`config.mk`:
```
export PLATFORM = sky130hd
export DESIGN_NAME = vga_timing_gen
export DESIGN_NICKNAME = d
export VERILOG_FILES = /design/src/rtl/vga_pkg.sv /design/src/rtl/vga_axis_counter.sv /design/src/rtl/vga_timing_gen.sv
export SDC_FILE = /design/constraint.sdc
export NUM_CORES = 1
export LEC_CHECK = 0
export ABC_AREA = 1
export BUFFER_PORTS_ARGS = -buffer_cell sky130_fd_sc_hd__buf_2
export CORE_ASPECT_RATIO = 1.75
export CORE_UTILIZATION = 40
export CTS_BUF_LIST = sky130_fd_sc_hd__clkbuf_16
export CTS_CLUSTER_DIAMETER = 80
export CTS_CLUSTER_SIZE = 8
export DETAILED_ROUTE_END_ITERATION = 8
export PLACE_DENSITY = 0.76
export SKIP_CTS_REPAIR_TIMING = 1
export SYNTH_ARGS = -nofsm -noshare
export SYNTH_HDL_FRONTEND = slang
export SYNTH_SLANG_ARGS = --single-unit
export TNS_END_PERCENT = 10
```
`constraint.sdc`:
```
create_clock -name clk -period 1.5 [get_ports clk]
set_clock_uncertainty 0.1 [all_clocks]
set_input_delay 0.075 -clock clk [delete_from_list [all_inputs] [get_ports clk]]
set_output_delay 0.075 -clock clk [all_outputs]
set_load 0.03 [all_outputs]
```
`src/rtl/vga_pkg.sv`:
```
// Shared VGA timing definitions: default 1440x900 mode, coordinate width,
// colour-triple type and the colour-bar edge helper.
package vga_pkg;

  localparam int COORD_W   = 11;
  localparam int COORD_MAX = (1 << COORD_W) - 1;

  localparam int H_ACTIVE_DEF = 1440;
  localparam int H_FP_DEF     = 80;
  localparam int H_SYNC_DEF   = 152;
  localparam int H_BP_DEF     = 232;

  localparam int V_ACTIVE_DEF = 900;
  localparam int V_FP_DEF     = 1;
  localparam int V_SYNC_DEF   = 3;
  localparam int V_BP_DEF     = 28;

  localparam int COLOR_W_DEF = 4;

  typedef struct packed {
    logic [COLOR_W_DEF-1:0] r;
    logic [COLOR_W_DEF-1:0] g;
    logic [COLOR_W_DEF-1:0] b;
  } rgb_t;

  // Left edge of colour bar idx (0..7) when the active width is split into eight.
  function automatic logic [COORD_W-1:0] bar_edge(input int active, input int idx);
    return COORD_W'((active * idx) / 8);
  endfunction

endpackage

```
`src/rtl/vga_axis_counter.sv`:
```
// One VGA axis: free-running segment counter (sync, back porch, active,
// front porch) with wrap, sync and active flags decoded from the count.
module vga_axis_counter
  import vga_pkg::*;
#(
  parameter int ACTIVE = H_ACTIVE_DEF,
  parameter int FP     = H_FP_DEF,
  parameter int SYNC   = H_SYNC_DEF,
  parameter int BP     = H_BP_DEF
) (
  input  logic               clk,
  input  logic               rst,
  input  logic               adv,
  output logic [COORD_W-1:0] count,
  output logic               wrap,
  output logic               sync_flag,
  output logic               active_flag
);

  localparam int TOTAL = SYNC + BP + ACTIVE + FP;

  if (TOTAL > COORD_MAX) begin : g_total_range
    $error("vga_axis_counter: total %0d does not fit in %0d bits", TOTAL, COORD_W);
  end
  if (ACTIVE < 1 || SYNC < 0 || BP < 0 || FP < 0) begin : g_segment_range
    $error("vga_axis_counter: invalid segment lengths");
  end

  localparam logic [COORD_W-1:0] LAST     = COORD_W'(TOTAL - 1);
  localparam logic [COORD_W-1:0] SYNC_END = COORD_W'(SYNC);
  localparam logic [COORD_W-1:0] ACT_LO   = COORD_W'(SYNC + BP);
  localparam logic [COORD_W-1:0] ACT_HI   = COORD_W'(SYNC + BP + ACTIVE);

  always_ff @(posedge clk or negedge rst) begin
    if (!rst) begin
      count <= '0;
    end else if (adv) begin
      count <= wrap ? '0 : count + COORD_W'(1);
    end
  end

  assign wrap        = (count == LAST);
  assign sync_flag   = (count < SYNC_END);
  assign active_flag = (count >= ACT_LO) && (count < ACT_HI);

endmodule

```
`src/rtl/vga_timing_gen.sv`:
```
// VGA timing generator: pixel/line counters, coordinate request and one-tick
// registered pixel/sync/enable outputs. Define VGA_TEST_PATTERN_EN for pattern_sel.
module vga_timing_gen
  import vga_pkg::*;
#(
  parameter int H_ACTIVE  = H_ACTIVE_DEF,
  parameter int H_FP      = H_FP_DEF,
  parameter int H_SYNC    = H_SYNC_DEF,
  parameter int H_BP      = H_BP_DEF,
  parameter int V_ACTIVE  = V_ACTIVE_DEF,
  parameter int V_FP      = V_FP_DEF,
  parameter int V_SYNC    = V_SYNC_DEF,
  parameter int V_BP      = V_BP_DEF,
  parameter bit HSYNC_POL = 1'b1,
  parameter bit VSYNC_POL = 1'b1,
  parameter int COLOR_W   = COLOR_W_DEF
) (
  input  logic               clk,
  input  logic               rst,
  input  logic               en,
  input  logic [COLOR_W-1:0] draw_r,
  input  logic [COLOR_W-1:0] draw_g,
  input  logic [COLOR_W-1:0] draw_b,
`ifdef VGA_TEST_PATTERN_EN
  input  logic [1:0]         pattern_sel,
`endif
  output logic [COORD_W-1:0] curr_x,
  output logic [COORD_W-1:0] curr_y,
  output logic [COLOR_W-1:0] pix_r,
  output logic [COLOR_W-1:0] pix_g,
  output logic [COLOR_W-1:0] pix_b,
  output logic               hsync,
  output logic               vsync,
  output logic               de,
  output logic               line_start,
  output logic               frame_start
);

  if (COLOR_W < 1) begin : g_color_range
    $error("vga_timing_gen: COLOR_W must be at least 1");
  end

  localparam logic [COORD_W-1:0] X_OFF = COORD_W'(H_SYNC + H_BP);
  localparam logic [COORD_W-1:0] Y_OFF = COORD_W'(V_SYNC + V_BP);

  typedef struct packed {
    logic [COLOR_W-1:0] r;
    logic [COLOR_W-1:0] g;
    logic [COLOR_W-1:0] b;
  } pix_t;

  logic [COORD_W-1:0] h_count;
  logic [COORD_W-1:0] v_count;
  logic               h_wrap;
  logic               v_wrap_unused;
  logic               h_sync;
  logic               v_sync;
  logic               h_active;
  logic               v_active;
  logic               active;
  pix_t               src;

  pix_t pix_p1;
  logic de_p1;
  logic hsync_p1;
  logic vsync_p1;
  logic line_start_p1;
  logic frame_start_p1;

  vga_axis_counter #(
    .ACTIVE (H_ACTIVE),
    .FP     (H_FP),
    .SYNC   (H_SYNC),
    .BP     (H_BP)
  ) u_h_axis (
    .clk         (clk),
    .rst         (rst),
    .adv         (en),
    .count       (h_count),
    .wrap        (h_wrap),
    .sync_flag   (h_sync),
    .active_flag (h_active)
  );

  // The vertical axis steps once per completed line.
  vga_axis_counter #(
    .ACTIVE (V_ACTIVE),
    .FP     (V_FP),
    .SYNC   (V_SYNC),
    .BP     (V_BP)
  ) u_v_axis (
    .clk         (clk),
    .rst         (rst),
    .adv         (en & h_wrap),
    .count       (v_count),
    .wrap        (v_wrap_unused),
    .sync_flag   (v_sync),
    .active_flag (v_active)
  );

  assign active = h_active & v_active;
  assign curr_x = h_active ? (h_count - X_OFF) : '0;
  assign curr_y = v_active ? (v_count - Y_OFF) : '0;

  // Stage p0: colour source selected in the same cycle as the coordinate request.
`ifdef VGA_TEST_PATTERN_EN
  logic [2:0] bar;

  always_comb begin
    bar = '0;
    for (int k = 1; k < 8; k++) begin
      if (curr_x >= bar_edge(H_ACTIVE, k)) bar = 3'(k);
    end
  end

  // Bars run white, yellow, cyan, green, magenta, red, blue, black.
  always_comb begin
    src = '{r: draw_r, g: draw_g, b: draw_b};
    case (pattern_sel)
      2'd1: src = '{r: {COLOR_W{~bar[1]}}, g: {COLOR_W{~bar[2]}}, b: {COLOR_W{~bar[0]}}};
      2'd2: src = '{r: {COLOR_W{curr_x[5] ^ curr_y[5]}},
                    g: {COLOR_W{curr_x[5] ^ curr_y[5]}},
                    b: {COLOR_W{curr_x[5] ^ curr_y[5]}}};
      2'd3: src = '1;
      default: ;
    endcase
  end
`else
  assign src = '{r: draw_r, g: draw_g, b: draw_b};
`endif

  // Stage p1: every visible output registered from the same counter state.
  always_ff @(posedge clk or negedge rst) begin
    if (!rst) begin
      pix_p1         <= '0;
      de_p1          <= 1'b0;
      hsync_p1       <= !HSYNC_POL;
      vsync_p1       <= !VSYNC_POL;
      line_start_p1  <= 1'b0;
      frame_start_p1 <= 1'b0;
    end else if (en) begin
      pix_p1         <= active ? src : '0;
      de_p1          <= active;
      hsync_p1       <= h_sync ? HSYNC_POL : !HSYNC_POL;
      vsync_p1       <= v_sync ? VSYNC_POL : !VSYNC_POL;
      line_start_p1  <= (h_count == '0);
      frame_start_p1 <= (h_count == '0) && (v_count == '0);
    end
  end

  assign pix_r       = pix_p1.r;
  assign pix_g       = pix_p1.g;
  assign pix_b       = pix_p1.b;
  assign de          = de_p1;
  assign hsync       = hsync_p1;
  assign vsync       = vsync_p1;
  assign line_start  = line_start_p1;
  assign frame_start = frame_start_p1;

endmodule

```
==> impl_metrics.py, run 1 <==
metrics = {
    "cts": {
        "cts_tree": "yes",
        "ctsLongestPathBuffers": 2,
        "cts-root-buf": "clkbuf_16",
        "insertion_delay_ns": 0.28,
        "cts.htree.levels": 2,
        "path_clk_slew_ns": 0.06,
        "cts_inserted_buffers": 5,
        "cts_sinks": 39,
    },
    "floorplan": {
        "io_pins": 54,
        "die_area_um2": 6630,
        "placeableCoreArea_um2": 5970,
        "die_w_um": 62.0,
        "die_h_um": 107,
        "num_rows": 37,
        "start_util": 0.422,
    },
    "global_routing": {
        "antenna_found_initial": 0,
        "grtUsageTotal": 0.226,
        "grt_max_degree": 25,
        "grt.overflow.total": 0,
        "grt_first_pass_wirelength_um": 11200,
        "grt_pass1_vias": 2576,
    },
    "detailed_routing": {
        "drt-total-wl_um": 7550,
        "drt_iter0_drc": 133,
        "drc": 0,
        "wl_per_cell_um": 13.7,
        "detail-route-antenna-nets": 0,
        "vias_per_cell": 5.03,
        "num_vias": 2779,
        "first_pass_iters": 4,
    },
    "pwr": {
        "ir_worst_vdd_v": 0.000627,
        "power_switching_mw": 1.29,
        "p_clk_frac": 0.289,
        "seqPwrFrac": 0.349,
        "internal-power_mw": 2.30,
        "total_power_mw": 3.59,
        "p_comb_frac": 0.362,
        "p_per_area_nw_per_um2": 890,
        "leakage_nw": 2.05,
        "switching_share": 0.360,
    },
    "placed_design": {
        "io_buffers": 53,
        "globalplace.congestion": 0.943,
        "post-dp-hpwl_um": 5630,
    },
    "sta": {
        "drv_slew": 0,
        "rsz0062_at_grt": "yes",
        "fin_crit_sh": 1.26,
        "worst_pin_slew_ns": 0.583,
        "finalWorstSetupSlack_ns": -0.385,
        "fmax_mhz": 530,
        "min_period_ns": 1.89,
        "relSlewSlack": 0.612,
        "hold_viol_final": 0,
        "setup_violations": 47,
    },
    "setup_path": {
        "cp-start-kind": "flop",
        "cpMostUsedCell": "nor2_4",
        "cp_data_required_time_ns": 1.32,
        "crit_path_end_kind": "output port",
        "criticalPathCategory": "flop to output port",
        "path_cells": "buf_4 -> nand3_2 -> o21ai_4 -> nor2_4 -> nor2_8 -> inv_8 -> nor2_4 -> buf_6",
        "worstPathMaxFanout": 10,
        "slowest_delay_ns": 0.43,
        "crit_start": "u_v_axis.count[0]$_DFFE_PN0P_",
        "cp.arrival_ns": 1.71,
        "crit_path_top_delay_cell": "dfrtp_1",
        "r2r-start": "u_h_axis.count[8]$_DFFE_PN0P_",
    },
    "synthesis": {
        "synth_fa_ha_area_frac": 0.0348,
        "dominantRegCellSynth": "dfrtp_1",
        "syn_area_per_cell_um2": 7.28,
        "synthDistinctLibCells": 27,
        "synth-seq-cells": 39,
        "synth_xor_area_frac": 0.0278,
        "synth_area_um2": 2520,
        "synthTopCellsByCount": "nand2_1, nor2_1, dfrtp_1, inv_1, nand3_1",
        "synth_enable_flop_cells": 0,
        "yosysTopAreaCellShare": 0.387,
        "synth_top_family_by_area": "simple AND/OR/NAND/NOR gates",
        "async_flop_share": 1.00,
        "synthSimpleGateAreaFrac": 0.411,
        "yosysSeqAreaShare": 0.387,
        "yosys_warnings": 0,
        "synth.most_common_cell": "nand2_1",
        "synth_area_leaders": "dfrtp_1, nand2_1, nor2_1",
        "synthMuxAreaShare": 0,
        "synth_compound_area_frac": 0.0462,
        "yosys.area.top_type": "dfrtp_1",
        "synth_nets": 368,
        "postSynthCellCount": 346,
    },
    "hold_path": {
        "min_path_type": "input port to flop",
        "worstHoldStart": "en",
    },
    "finish": {
        "syn_to_final_growth_pct": 60.4,
        "nets": 495,
        "drive_gt1_frac": 0.454,
        "nFillCells": 457,
        "post-route-util": 0.677,
        "diodes": 0,
    },
    "outcome": {
        "status": "finished with violations",
        "violations": "negative setup slack",
    },
    "flow_run": {
        "cap_violations": 0,
    },
}
[power by group through the flow]
stage,logic (mW),registers [mW],clock network [mW]
3_5_place_dp,1.16,1.26,0
6_report,1.30,1.25,1.04
2_1_floorplan,0.676,1.30,0
5_1_grt,1.39,1.27,1.10
3_3_place_gp,1.13,1.25,0
4_1_cts,1.17,1.24,1.06
[cell usage in the layout, fill, tap and decap left out, types with 2 or more instances in the layout]
cell | netlist | layout
clkinvlp_4 | 0 | 2
nor3_1 | 11 | 5
nand2_2 | 4 | 5
xor2_2 | 0 | 3
clkbuf_16 | 0 | 5
nand3_4 | 0 | 2
nand4_1 | 10 | 10
dlygate4sd3_1 | 0 | 13
clkbuf_4 | 0 | 2
nand2_1 | 93 | 91
dfrtp_1 | 39 | 32
nand3_2 | 12 | 14
buf_6 | 3 | 14
dfrtp_2 | 0 | 7
inv_1 | 31 | 29
o21ai_0 | 16 | 13
inv_2 | 8 | 8
nor2_4 | 2 | 23
a21oi_1 | 3 | 3
nand3_1 | 30 | 26
nor3_2 | 0 | 6
nor2_2 | 2 | 7
nor2_1 | 49 | 23
buf_2 | 7 | 36
o21ai_1 | 1 | 4
ha_4 | 0 | 3
buf_4 | 1 | 67
xor2_1 | 8 | 5
buf_12 | 0 | 2
ha_1 | 7 | 3
[through the flow]
stage | setup TNS, ns | worst slack (ns) | hold slack (ns) | instances | area, um2
3_3_place_gp | -1.68 | -0.0797 | 0.00314 | 528 | 3470
4_1_cts | -11.13 | -0.428 | -0.291 | 536 | 3620
2_1_floorplan | -0.969 | -0.0761 | -0.321 | 346 | 2710
6_report | -9.51 | -0.385 | 0.0333 | 552 | 4040
3_5_place_dp | -3.83 | -0.140 | 0.0166 | 528 | 3470
5_1_grt | -12.80 | -0.481 | 0.0532 | 552 | 4040
[layout make-up]
class / count / area, um2 / share of cell area
multi-input cells: 254 / 1630 / 0.404
repair buffers: 134 / 1030 / 0.254
flip-flops and latches: 39 / 985 / 0.244
inverters: 39 / 156 / 0.0387
clock buffers: 5 / 125 / 0.0310
well taps: 78 / 97.6 / 0.0242
clock inverters: 3 / 20.0 / 0.00496
[path summary, 6_finish.rpt]
| check | to | slack, ns | depth (start not counted) |
|---|---|---|---|
| worst max-delay path | curr_y[0] | -0.39 | 8 |
| worst min register to register | pix_g[3]$_DFFE_PN0P_ | 0.38 | 2 |
| worst max register to register | pix_r[0]$_DFFE_PN0P_ | -0.22 | 9 |
| min in group asynchronous | u_h_axis.count[0]$_DFFE_PN0P_ | 0.23 | 2 |
| worst min-delay path | u_h_axis.count[0]$_DFFE_PN0P_ | 0.03 | 2 |
| max in group asynchronous | pix_g[2]$_DFFE_PN0P_ | 0.52 | 3 |
[worst max-delay path, delay by kind of cell, from the launching register on]
kind,cells,cell delay [ns]
AOI/OAI and AO/OA,1,0.21
buffers and inverters,3,0.37
DFF,1,0.43
and+or+nand+nor,4,0.41
[registers in the layout (all words and copies together), names as in the netlist]
register / count
pix_r: 4
de: 1
hsync: 1
line_start: 1
u_h_axis.count: 11
frame_start: 1
u_v_axis.count: 11
vsync: 1
pix_g: 4
pix_b: 4
[per-layer routing]
layer,track usage,part of all wire,wire [um],vias up
li1,-,-,-,1355
met1,0.241,0.37,2770,1327
met2,0.410,0.56,4240,72
met3,0.0253,0.028,211,25
met4,0.113,0.043,327,0
met5,0,0,0,-
[logic make-up after synthesis]
family / after synthesis
AOI/OAI and AO/OA: 21
xor gates and xnor gates: 8
adders and majority gates: 7
buffers and inverters: 53
DFF: 39
and+or+nand+nor: 218
Note: power is estimated with default switching activity, not from simulation.
==> run 2: changes to the inputs <==
--- a/config.mk
+++ b/config.mk
@@ -5,7 +5,6 @@
 export SDC_FILE = /design/constraint.sdc
 export NUM_CORES = 1
 export LEC_CHECK = 0
-export ABC_AREA = 1
 export BUFFER_PORTS_ARGS = -buffer_cell sky130_fd_sc_hd__buf_2
 export CORE_ASPECT_RATIO = 1.75
 export CORE_UTILIZATION = 40
==> run 2 against run 1 <==
  * The flow finishes with violations (negative hold slack, negative setup slack)
  * Cell area is 2.1% lower
  * Sequential power is 5% higher
  * Via count is 9.6% lower
  * First-iteration DRC count is 31% lower
  * Routed wire length is 2.1% lower
  * Utilization is 2.6 points higher
  * Total power is 39% higher
  * Worst setup slack worse by 0.17 ns
  * Flip-flop and latch count stayed put
  * Largest cell class unchanged
  * Largest power group unchanged
==> impl_metrics.py, run 2 <==
metrics = {
    "synthesis": {
        "synth_area_um2": 2370,
        "synthTopCellsByCount": "dfrtp_1, inv_1, nor2_1, nand2_1, xnor2_1",
        "synth_area_leaders": "dfrtp_1, inv_1, nor2_1",
        "synthDistinctLibCells": 44,
        "synth_enable_flop_cells": 0,
        "async_flop_share": 1.00,
        "synthMuxAreaShare": 0.0137,
        "yosys.area.top_type": "dfrtp_1",
        "dominantRegCellSynth": "dfrtp_1",
        "synth_top_family_by_area": "simple AND/OR/NAND/NOR gates",
        "yosysTopAreaCellShare": 0.412,
        "synth_nets": 289,
        "synthSimpleGateAreaFrac": 0.203,
        "yosysSeqAreaShare": 0.412,
        "syn_area_per_cell_um2": 8.88,
        "synth_xor_area_frac": 0.0665,
        "synth_compound_area_frac": 0.170,
        "synth.most_common_cell": "dfrtp_1",
        "postSynthCellCount": 267,
        "yosys_warnings": 0,
        "synth_fa_ha_area_frac": 0.0369,
        "synth-seq-cells": 39,
    },
    "finish": {
        "post-route-util": 0.703,
        "diodes": 0,
        "nets": 418,
        "top_regs": "u_h_axis.count (11), u_v_axis.count (11)",
        "mostFrequentLayoutCell": "buf_4",
        "drive_gt1_frac": 0.499,
        "nFillCells": 397,
        "mostFrequentLayoutCells": "buf_4, inv_1, dfrtp_1, buf_2",
        "syn_to_final_growth_pct": 66.9,
    },
    "floorplan": {
        "die_w_um": 60.2,
        "num_rows": 36,
        "die_area_um2": 6250,
        "placeableCoreArea_um2": 5630,
        "io_pins": 54,
        "die_h_um": 104,
        "start_util": 0.421,
    },
    "hold_path": {
        "min_path_type": "input port to flop",
        "worstHoldStart": "draw_g[3]",
        "holdPathStages": 3,
    },
    "placed_design": {
        "globalplace.congestion": 0.910,
        "post-dp-hpwl_um": 5280,
        "io_buffers": 53,
    },
    "global_routing": {
        "grt_pass1_vias": 2434,
        "grt_max_degree": 20,
        "grt.overflow.total": 0,
        "antenna_found_initial": 0,
        "gr-max-usage-layer": "met2",
        "gr-usage-met3": 0.0410,
        "use_met2": 0.418,
        "grtUsageTotal": 0.234,
        "use_met1": 0.247,
        "grt_first_pass_wirelength_um": 11100,
    },
    "sta": {
        "holdWs_ns": -0.00694,
        "drv_slew": 0,
        "finalWorstSetupSlack_ns": -0.556,
        "hold_viol_final": 2,
        "setup_violations": 51,
        "rsz0062_at_grt": "yes",
        "worst_pin_slew_ns": 0.396,
        "fmax_mhz": 486,
        "fin_crit_sh": 1.37,
        "relSlewSlack": 0.736,
        "min_period_ns": 2.06,
    },
    "pwr": {
        "p_clk_frac": 0.248,
        "leakage_nw": 1.89,
        "internal-power_mw": 3.04,
        "power_switching_mw": 1.94,
        "p_per_area_nw_per_um2": 1260,
        "p_comb_frac": 0.491,
        "total_power_mw": 4.99,
        "seqPwrFrac": 0.262,
        "switching_share": 0.390,
        "ir_worst_vdd_v": 0.00140,
    },
    "outcome": {
        "violations": "negative hold slack, negative setup slack",
        "status": "finished with violations",
    },
    "cts": {
        "cts_tree": "yes",
        "path_clk_slew_ns": 0.06,
        "insertion_delay_ns": 0.29,
        "cts-root-buf": "clkbuf_16",
        "ctsLongestPathBuffers": 2,
        "cts_inserted_buffers": 5,
        "cts.htree.levels": 2,
        "cts_sinks": 39,
    },
    "detailed_routing": {
        "drt_iter0_drc": 92,
        "drc": 0,
        "first_pass_iters": 4,
        "vias_per_cell": 5.31,
        "num_vias": 2513,
        "drt-total-wl_um": 7390,
        "wl_per_cell_um": 15.6,
        "detail-route-antenna-nets": 0,
    },
    "setup_path": {
        "path_cells": "nor4_2 -> nand2_1 -> a211o_1 -> buf_12 -> nor3_4 -> buf_6",
        "cp-start-kind": "flop",
        "slowest_delay_ns": 0.43,
        "cp_data_required_time_ns": 1.32,
        "crit_path_top_delay_cell": "dfrtp_2",
        "crit_start": "u_v_axis.count[3]$_DFFE_PN0P_",
        "cp.arrival_ns": 1.88,
        "r2r-start": "u_v_axis.count[3]$_DFFE_PN0P_",
        "worstPathMaxFanout": 7,
        "criticalPathCategory": "flop to output port",
        "reg2regPathDepth": 6,
        "crit_path_end_kind": "output port",
    },
    "flow_run": {
        "cap_violations": 0,
    },
}
## run 2: cell count changes after synthesis, sizes merged, moves of 5 or more
cell,delta
xnor2,+12
o32ai,+12
nor2,-18
and4,+5
nand2,-81
o21ai,-7
nand4,-8
nand3,-30
nor3,-6
## run 2: metal layers
metal | routed length, um | vias up
met5 | 0 | -
met2 | 4280 | 77
li1 | - | 1172
met1 | 2650 | 1242
met3 | 199 | 22
met4 | 263 | 0
## run 2: path summary, 6_finish.rpt
path,slack (ns),end
max reg2reg,-0.51,pix_g[3]$_DFFE_PN0P_
max in group asynchronous,0.63,de$_DFFE_PN0P_
min reg2reg,0.40,hsync$_DFFE_PN0P_
min in group asynchronous,0.14,u_h_axis.count[7]$_DFFE_PN0P_
min,-0.007,pix_g[3]$_DFFE_PN0P_
max,-0.56,curr_y[10]
## run 2: layout make-up
type                       count  area, um2  share of cell area
clock buffer                   5        125              0.0316
multi-input combinational    173       1470               0.371
timing repair buffer         139       1090               0.276
tap                           76       95.1              0.0240
sequential                    39        982               0.248
clock inverter                 3       46.3              0.0117
inverter                      38        145              0.0367
## run 2: kinds of logic after synthesis
group	count (synthesis)
AO/OA/AOI/OAI	48
XOR/XNOR	18
adder cells (fa/ha/maj)	7
buffers and inverters	56
flip-flops	39
multiplexers	3
AND/OR/NAND/NOR	96
## run 2: per-stage QoR
stage | worst slack, ns | setup TNS [ns] | hold slack (ns) | cell area (um2) | instances
2_1_floorplan | -0.350 | -11.33 | -0.321 | 2590 | 267
3_3_place_gp | -0.340 | -12.91 | -0.0963 | 3400 | 449
3_5_place_dp | -0.434 | -16.69 | -0.0954 | 3400 | 449
4_1_cts | -0.710 | -24.05 | -0.391 | 3570 | 457
5_1_grt | -0.646 | -23.84 | 0.00549 | 3960 | 473
6_report | -0.556 | -19.35 | -0.00694 | 3960 | 473
## run 2: power by group through the flow
| stage | Sequential [mW] | Clock (mW) | Combinational [mW] |
|---|---|---|---|
| 2_1_floorplan | 1.28 | 0 | 1.34 |
| 3_3_place_gp | 1.28 | 0 | 2.02 |
| 3_5_place_dp | 1.28 | 0 | 2.06 |
| 4_1_cts | 1.27 | 1.24 | 2.07 |
| 5_1_grt | 1.31 | 1.29 | 2.59 |
| 6_report | 1.31 | 1.24 | 2.45 |
## run 2: critical path, delay by kind of cell (launching register included)
kind / cells / cell delay, ns
compound gates: 1 / 0.33
buf+inv: 2 / 0.32
flops: 1 / 0.43
simple gates: 3 / 0.52
